`config.mk`:
```
export PLATFORM = sky130hd
export DESIGN_NAME = fir4_mac_datapath
export DESIGN_NICKNAME = d
export VERILOG_FILES = /design/src/rtl/fir_pkg.sv /design/src/rtl/fir_round_sat.sv /design/src/rtl/fir4_mac_datapath.sv
export SDC_FILE = /design/constraint.sdc
export NUM_CORES = 1
export LEC_CHECK = 0
export ABC_AREA = 1
export CELL_PAD_IN_SITES_DETAIL_PLACEMENT = 0
export CELL_PAD_IN_SITES_GLOBAL_PLACEMENT = 1
export CORE_MARGIN = 4
export CORE_UTILIZATION = 47
export DETAILED_ROUTE_END_ITERATION = 6
export MAX_ROUTING_LAYER = met4
export PLACE_DENSITY = 0.91
export SYNTH_ARGS = -nofsm -noshare
export SYNTH_HDL_FRONTEND = slang
export SYNTH_SLANG_ARGS = --single-unit
```
`constraint.sdc`:
```
create_clock -name ph1 -period 7.85 [get_ports ph1]
set_input_delay 1.57 -clock ph1 [delete_from_list [all_inputs] [get_ports ph1]]
set_output_delay 1.57 -clock ph1 [all_outputs]
set_load 0.01 [all_outputs]
```
`src/rtl/fir_pkg.sv`:
```
// Shared FIR definitions: default widths, sample/coefficient/accumulator types
// and a round+saturate helper for the default widths.
package fir_pkg;

    localparam int DEF_DATA_W = 8;
    localparam int DEF_COEF_W = 8;
    localparam int DEF_FRAC   = 6;
    localparam int DEF_ACC_W  = DEF_DATA_W + DEF_COEF_W + 2;

    typedef logic signed [DEF_DATA_W-1:0] sample_t;
    typedef logic signed [DEF_COEF_W-1:0] coef_t;
    typedef logic signed [DEF_ACC_W-1:0]  acc_t;

    // One guard bit above the accumulator keeps the rounding add from wrapping.
    function automatic sample_t sat_round(input acc_t s);
        logic signed [DEF_ACC_W:0] r;
        r = {s[DEF_ACC_W-1], s} + (DEF_ACC_W+1)'(1 << (DEF_FRAC - 1));
        r = r >>> DEF_FRAC;
        if (r > (DEF_ACC_W+1)'((2 ** (DEF_DATA_W - 1)) - 1))
            return sample_t'((2 ** (DEF_DATA_W - 1)) - 1);
        else if (r < (DEF_ACC_W+1)'(-(2 ** (DEF_DATA_W - 1))))
            return sample_t'(-(2 ** (DEF_DATA_W - 1)));
        else
            return r[DEF_DATA_W-1:0];
    endfunction

endpackage

```
`src/rtl/fir_round_sat.sv`:
```
// Combinational round-half-up and saturate from accumulator width to sample width.
module fir_round_sat
    import fir_pkg::*;
#(
    parameter int ACC_W  = DEF_ACC_W,
    parameter int DATA_W = DEF_DATA_W,
    parameter int FRAC   = DEF_FRAC
) (
    input  logic signed [ACC_W-1:0]  acc,
    output logic signed [DATA_W-1:0] y
);

    localparam int EXT_W = ACC_W + 1;
    // FRAC=0 means no rounding offset at all.
    localparam logic signed [EXT_W-1:0] HALF =
        (FRAC > 0) ? (EXT_W'(1) <<< ((FRAC > 0) ? FRAC - 1 : 0)) : '0;
    localparam logic signed [EXT_W-1:0] Y_MAX = EXT_W'((2 ** (DATA_W - 1)) - 1);
    localparam logic signed [EXT_W-1:0] Y_MIN = EXT_W'(-(2 ** (DATA_W - 1)));

    function automatic logic signed [EXT_W-1:0] round_shift(input logic signed [ACC_W-1:0] s);
        logic signed [EXT_W-1:0] t;
        t = {s[ACC_W-1], s} + HALF;
        return t >>> FRAC;
    endfunction

    function automatic logic signed [DATA_W-1:0] saturate(input logic signed [EXT_W-1:0] r);
        if (r > Y_MAX)
            return Y_MAX[DATA_W-1:0];
        else if (r < Y_MIN)
            return Y_MIN[DATA_W-1:0];
        else
            return r[DATA_W-1:0];
    endfunction

    always_comb begin
        y = saturate(round_shift(acc));
    end

endmodule

```
`src/rtl/fir4_mac_datapath.sv`:
```
// 4-tap time-multiplexed FIR MAC: delay line, coefficient bank, tap mux,
// multiplier, accumulator and registered rounded/saturated output.
module fir4_mac_datapath
    import fir_pkg::*;
#(
    parameter int DATA_W = DEF_DATA_W,
    parameter int COEF_W = DEF_COEF_W,
    parameter int FRAC   = DEF_FRAC
) (
    input  logic                     ph1,
    input  logic                     reset,
    input  logic signed [DATA_W-1:0] sample_in,
    input  logic                     sample_load,
    input  logic [1:0]               tap_sel,
    input  logic                     clear_accum,
    input  logic                     coef_we,
    input  logic [1:0]               coef_addr,
    input  logic signed [COEF_W-1:0] coef_data,
    output logic signed [DATA_W-1:0] y_out,
    output logic                     y_valid
);

    localparam int PROD_W = DATA_W + COEF_W;
    localparam int ACC_W  = DATA_W + COEF_W + 2;

    logic signed [DATA_W-1:0] x [4];
    logic signed [COEF_W-1:0] c [4];
    logic signed [ACC_W-1:0]  acc;

    logic signed [PROD_W-1:0] prod_p0;
    logic signed [ACC_W-1:0]  sum_p0;
    logic signed [DATA_W-1:0] y_next_p0;
    logic                     vld_p0;

    // Stage p0: tap select, multiply and running sum, all from current state.
    always_comb begin
        prod_p0 = x[tap_sel] * c[tap_sel];
        sum_p0  = acc + ACC_W'(prod_p0);
        vld_p0  = clear_accum;
    end

    fir_round_sat #(
        .ACC_W  (ACC_W),
        .DATA_W (DATA_W),
        .FRAC   (FRAC)
    ) u_round_sat (
        .acc (sum_p0),
        .y   (y_next_p0)
    );

    always_ff @(posedge ph1 or negedge reset) begin
        if (!reset) begin
            for (int i = 0; i < 4; i++) x[i] <= '0;
        end else if (sample_load) begin
            x[3] <= x[2];
            x[2] <= x[1];
            x[1] <= x[0];
            x[0] <= sample_in;
        end
    end

    always_ff @(posedge ph1 or negedge reset) begin
        if (!reset) begin
            for (int i = 0; i < 4; i++) c[i] <= '0;
        end else if (coef_we) begin
            c[coef_addr] <= coef_data;
        end
    end

    // Stage p1: close the sum into the output register on clear_accum.
    always_ff @(posedge ph1 or negedge reset) begin
        if (!reset) begin
            acc     <= '0;
            y_out   <= '0;
            y_valid <= 1'b0;
        end else begin
            y_valid <= vld_p0;
            if (vld_p0) begin
                acc   <= '0;
                y_out <= y_next_p0;
            end else begin
                acc   <= sum_p0;
            end
        end
    end

endmodule

```
==> results of run 1 <==
worst max path at each step:
stage / start / slack (ps) / endpoint
after floorplan: tap_sel[0] / 270 / y_out[5]$_DFFE_PN0P_
after global placement: tap_sel[0] / -100 / y_out[3]$_DFFE_PN0P_
after detailed placement: tap_sel[0] / -90 / y_out[0]$_DFFE_PN0P_
after CTS: tap_sel[0] / 250 / y_out[5]$_DFFE_PN0P_
after global routing: tap_sel[1] / 40 / y_out[0]$_DFFE_PN0P_
final: tap_sel[1] / 460 / y_out[5]$_DFFE_PN0P_
layout make-up:
type,count,area (µm²),share of cell area (%)
repair buffers,67,648.1,7.287
multi-input cells,657,4644,52.22
clock buffers,9,225.2,2.532
inverters,194,728.2,8.187
clock inverters,7,101.3,1.139
well taps,216,270.3,3.038
flip-flops and latches,91,2277,25.60
metrics by stage:
stage                     hold WS, ps  std cells
after floorplan                 453.3        966
after global placement          466.8       1224
after detailed placement        468.7       1224
after CTS                       486.9       1240
after global routing            509.2       1241
final                           483.2       1241
synthesized netlist by cell type:
cell type	count
o21ai_0	52
or2_2	1
buf_6	1
nand3b_1	2
dfrtp_1	91
buf_2	2
inv_2	2
fa_1	80
xnor2_1	3
inv_1	191
nor2_2	5
nand4_2	1
nand2_2	18
a21oi_2	1
nand3_2	6
ha_1	43
nor2_1	102
o21bai_1	1
nand4_1	11
clkbuf_1	20
xor2_1	7
nor3_2	1
buf_1	1
nand3_1	29
clkinv_1	1
nor2_4	3
a21oi_1	38
nand2_1	235
nand2_4	2
a32oi_1	16
per-layer routing:
layer  track usage, %  wire length [µm]  vias to the layer above
met2            32.94              8015                       94
met4            6.215               382                        0
met1            26.82              7743                     2888
met3            3.997               575                       27
li1                 -                 -                     3047
met5                -                 0                        -
kinds of logic (layout without fill, tap and decap cells):
family / Yosys count / after routing
fa+ha+maj: 123 / 123
compound gates: 108 / 108
simple gates: 416 / 416
buf+inv: 218 / 277
flops: 91 / 91
xor+xnor: 10 / 10
registers in the layout (all words and copies together) (netlist names):
register,count
acc,18
y_valid,1
c,32
x,32
y_out,8
worst register-to-register path: cells and delay by family, from the launching register on:
kind	cells	cell delay [ps]
DFF	1	320
adders and majority gates	6	2650
buffers and inverters	8	790
and+or+nand+nor	18	1820
AOI/OAI and AO/OA	1	240
==> run_results.csv, run 1 <==
group,metric,value,unit
status,status,"complete, no violations",
yosys,synth_largest_type_area_fraction,29.49,%
yosys,synth_xor_area_share,1.134,%
cts,cts_buffer_depth,2,
placed_design,hpwl,13290,µm
yosys,yosysWarnings,0,
route,route.antenna.remaining_nets,0,
route,viasPerCell,4.880,
timing,finalCritPeriodShare,94.09,%
floorplanning,coreArea,0.01600,mm²
yosys,yosysTopAreaCell,"dfrtp_1",
timing,tightest_slew,1053,ps
timing,setup_violations,0,
final_layout,fillers,1509,
cts,htree_num_levels,3,
final_layout,post-route-util,55.59,%
critical_path,r2r_start,"x[31]$_DFFE_PN0P_",
final_layout,syn2layout_area_growth,15.18,%
critical_path,r2r_cells,33,
global_routing,antenna_found_initial,0,
final_layout,drive_gt1_share,9.659,%
flow_run,cap_viol_max_count,0,
route,first_pass_iters,5,
timing,finalWorstSetupSlack,464.1,ps
timing,max_freq,0.1354,GHz
critical_path,critPathMostFrequentCell,"nand2_1",
route,post-route-drc-count,0,
yosys,post_synth_num_cell_types,30,
placed_design,place_congestion,0.8892,
floorplanning,die_w,136.2,µm
global_routing,track_usage,20.61,%
final_layout,final_cell_mix,"nand2_1, inv_1, nor2_1",
critical_path,reg2reg_slack,1950,ps
critical_path,critPathRequiredTime,8090,ps
route,wl_per_cell,13.47,µm
cts,cts_inserted_buffers,9,
floorplanning,io_pins,34,
timing,min_period,7386,ps
floorplanning,rows,46,
global_routing,grt_pass1_vias,6243,
placed_design,portBuffers,33,
cts,ctsHoldBuffers,0,
critical_path,slowest_stage,"fa_1",
yosys,synthSimpleGateAreaFrac,23.09,%
critical_path,crit_cells,32,
route,drt_first_iter_violations,390,
final_layout,nNetsFinal,1168,
critical_path,timing.rr.end,"y_out[5]$_DFFE_PN0P_",
timing,maxSlewViolCount,0,
global_routing,overflow,0,
placed_design,place_area,0.008513,mm²
yosys,ys_seq_elements,91,
floorplanning,die_area,0.01855,mm²
yosys,syn-num-nets,1114,
route,vias,6056,
yosys,synth_top_family_by_area,"adder cells",
yosys,synthAdderAreaFrac,27.71,%
final_layout,stdcell_area,0.008895,mm²
cts,clock_sinks,91,
timing,clock_skew,7.762,ps
critical_path,cp-end-kind,"register",
floorplanning,fp.dieH,136.2,µm
critical_path,max_stage_delay,540,ps
route,totalWireLength,16720,µm
critical_path,crit_family,"adder cells",
timing,max_slew_margin,29.57,%
hold_path,min_to,"y_out[3]$_DFFE_PN0P_",
global_routing,grt_max_degree,65,
yosys,mappedNetlistArea,0.007722,mm²
critical_path,crit_type,"input port to register",
final_layout,final_common_cell,"nand2_1",
timing,finalSetupTns,0,ps
yosys,synth_area_leaders,"dfrtp_1, fa_1, nand2_1, inv_1, ha_1",
yosys,synth_seq_area_share,29.49,%
hold_path,worstHoldStart,"y_out[3]$_DFFE_PN0P_",
yosys,muxShareOfSynthArea,0,%
cts,cts_tree,"done",
critical_path,worstPathArrival,7620,ps
cts,root_buffer,"clkbuf_16",
cts,clock_latency,350,ps
timing,timing_hold_violations_final,0,
critical_path,path_max_fanout,12,
yosys,syn_avg_cell_area,7.994,µm²
timing,rsz0062_at_grt,"false",
yosys,synth-compound-area-share,7.858,%
critical_path,path_buf_inv,6,
placed_design,pre_cts_slack,-89.00,ps
cts,cts.clk_slew.worst_paths,70,ps
hold_path,min_path_cells,2,
critical_path,start_kind,"input port",
floorplanning,initial_core_util,48.26,%
cts,cts-resized-gates,0,
hold_path,hp-class,"register to register",
yosys,synthCells,966,
final_layout,diodes,0,
global_routing,grt_pass1_wl,29750,µm
cts,cts_setup_buffers,0,
Power of run 1 is not shown: default switching activity piles up to over one toggle a cycle in this logic, so the estimate is an artifact.
==> run 2: changes to the inputs <==
Settings changed: CTS_CLUSTER_DIAMETER set to 50, SLEW_MARGIN set to 0.
==> results of run 2 <==
Same layout as run 1: the final DEF is identical, and so are final timing and power.
Power of run 2 is left out for the same reason.
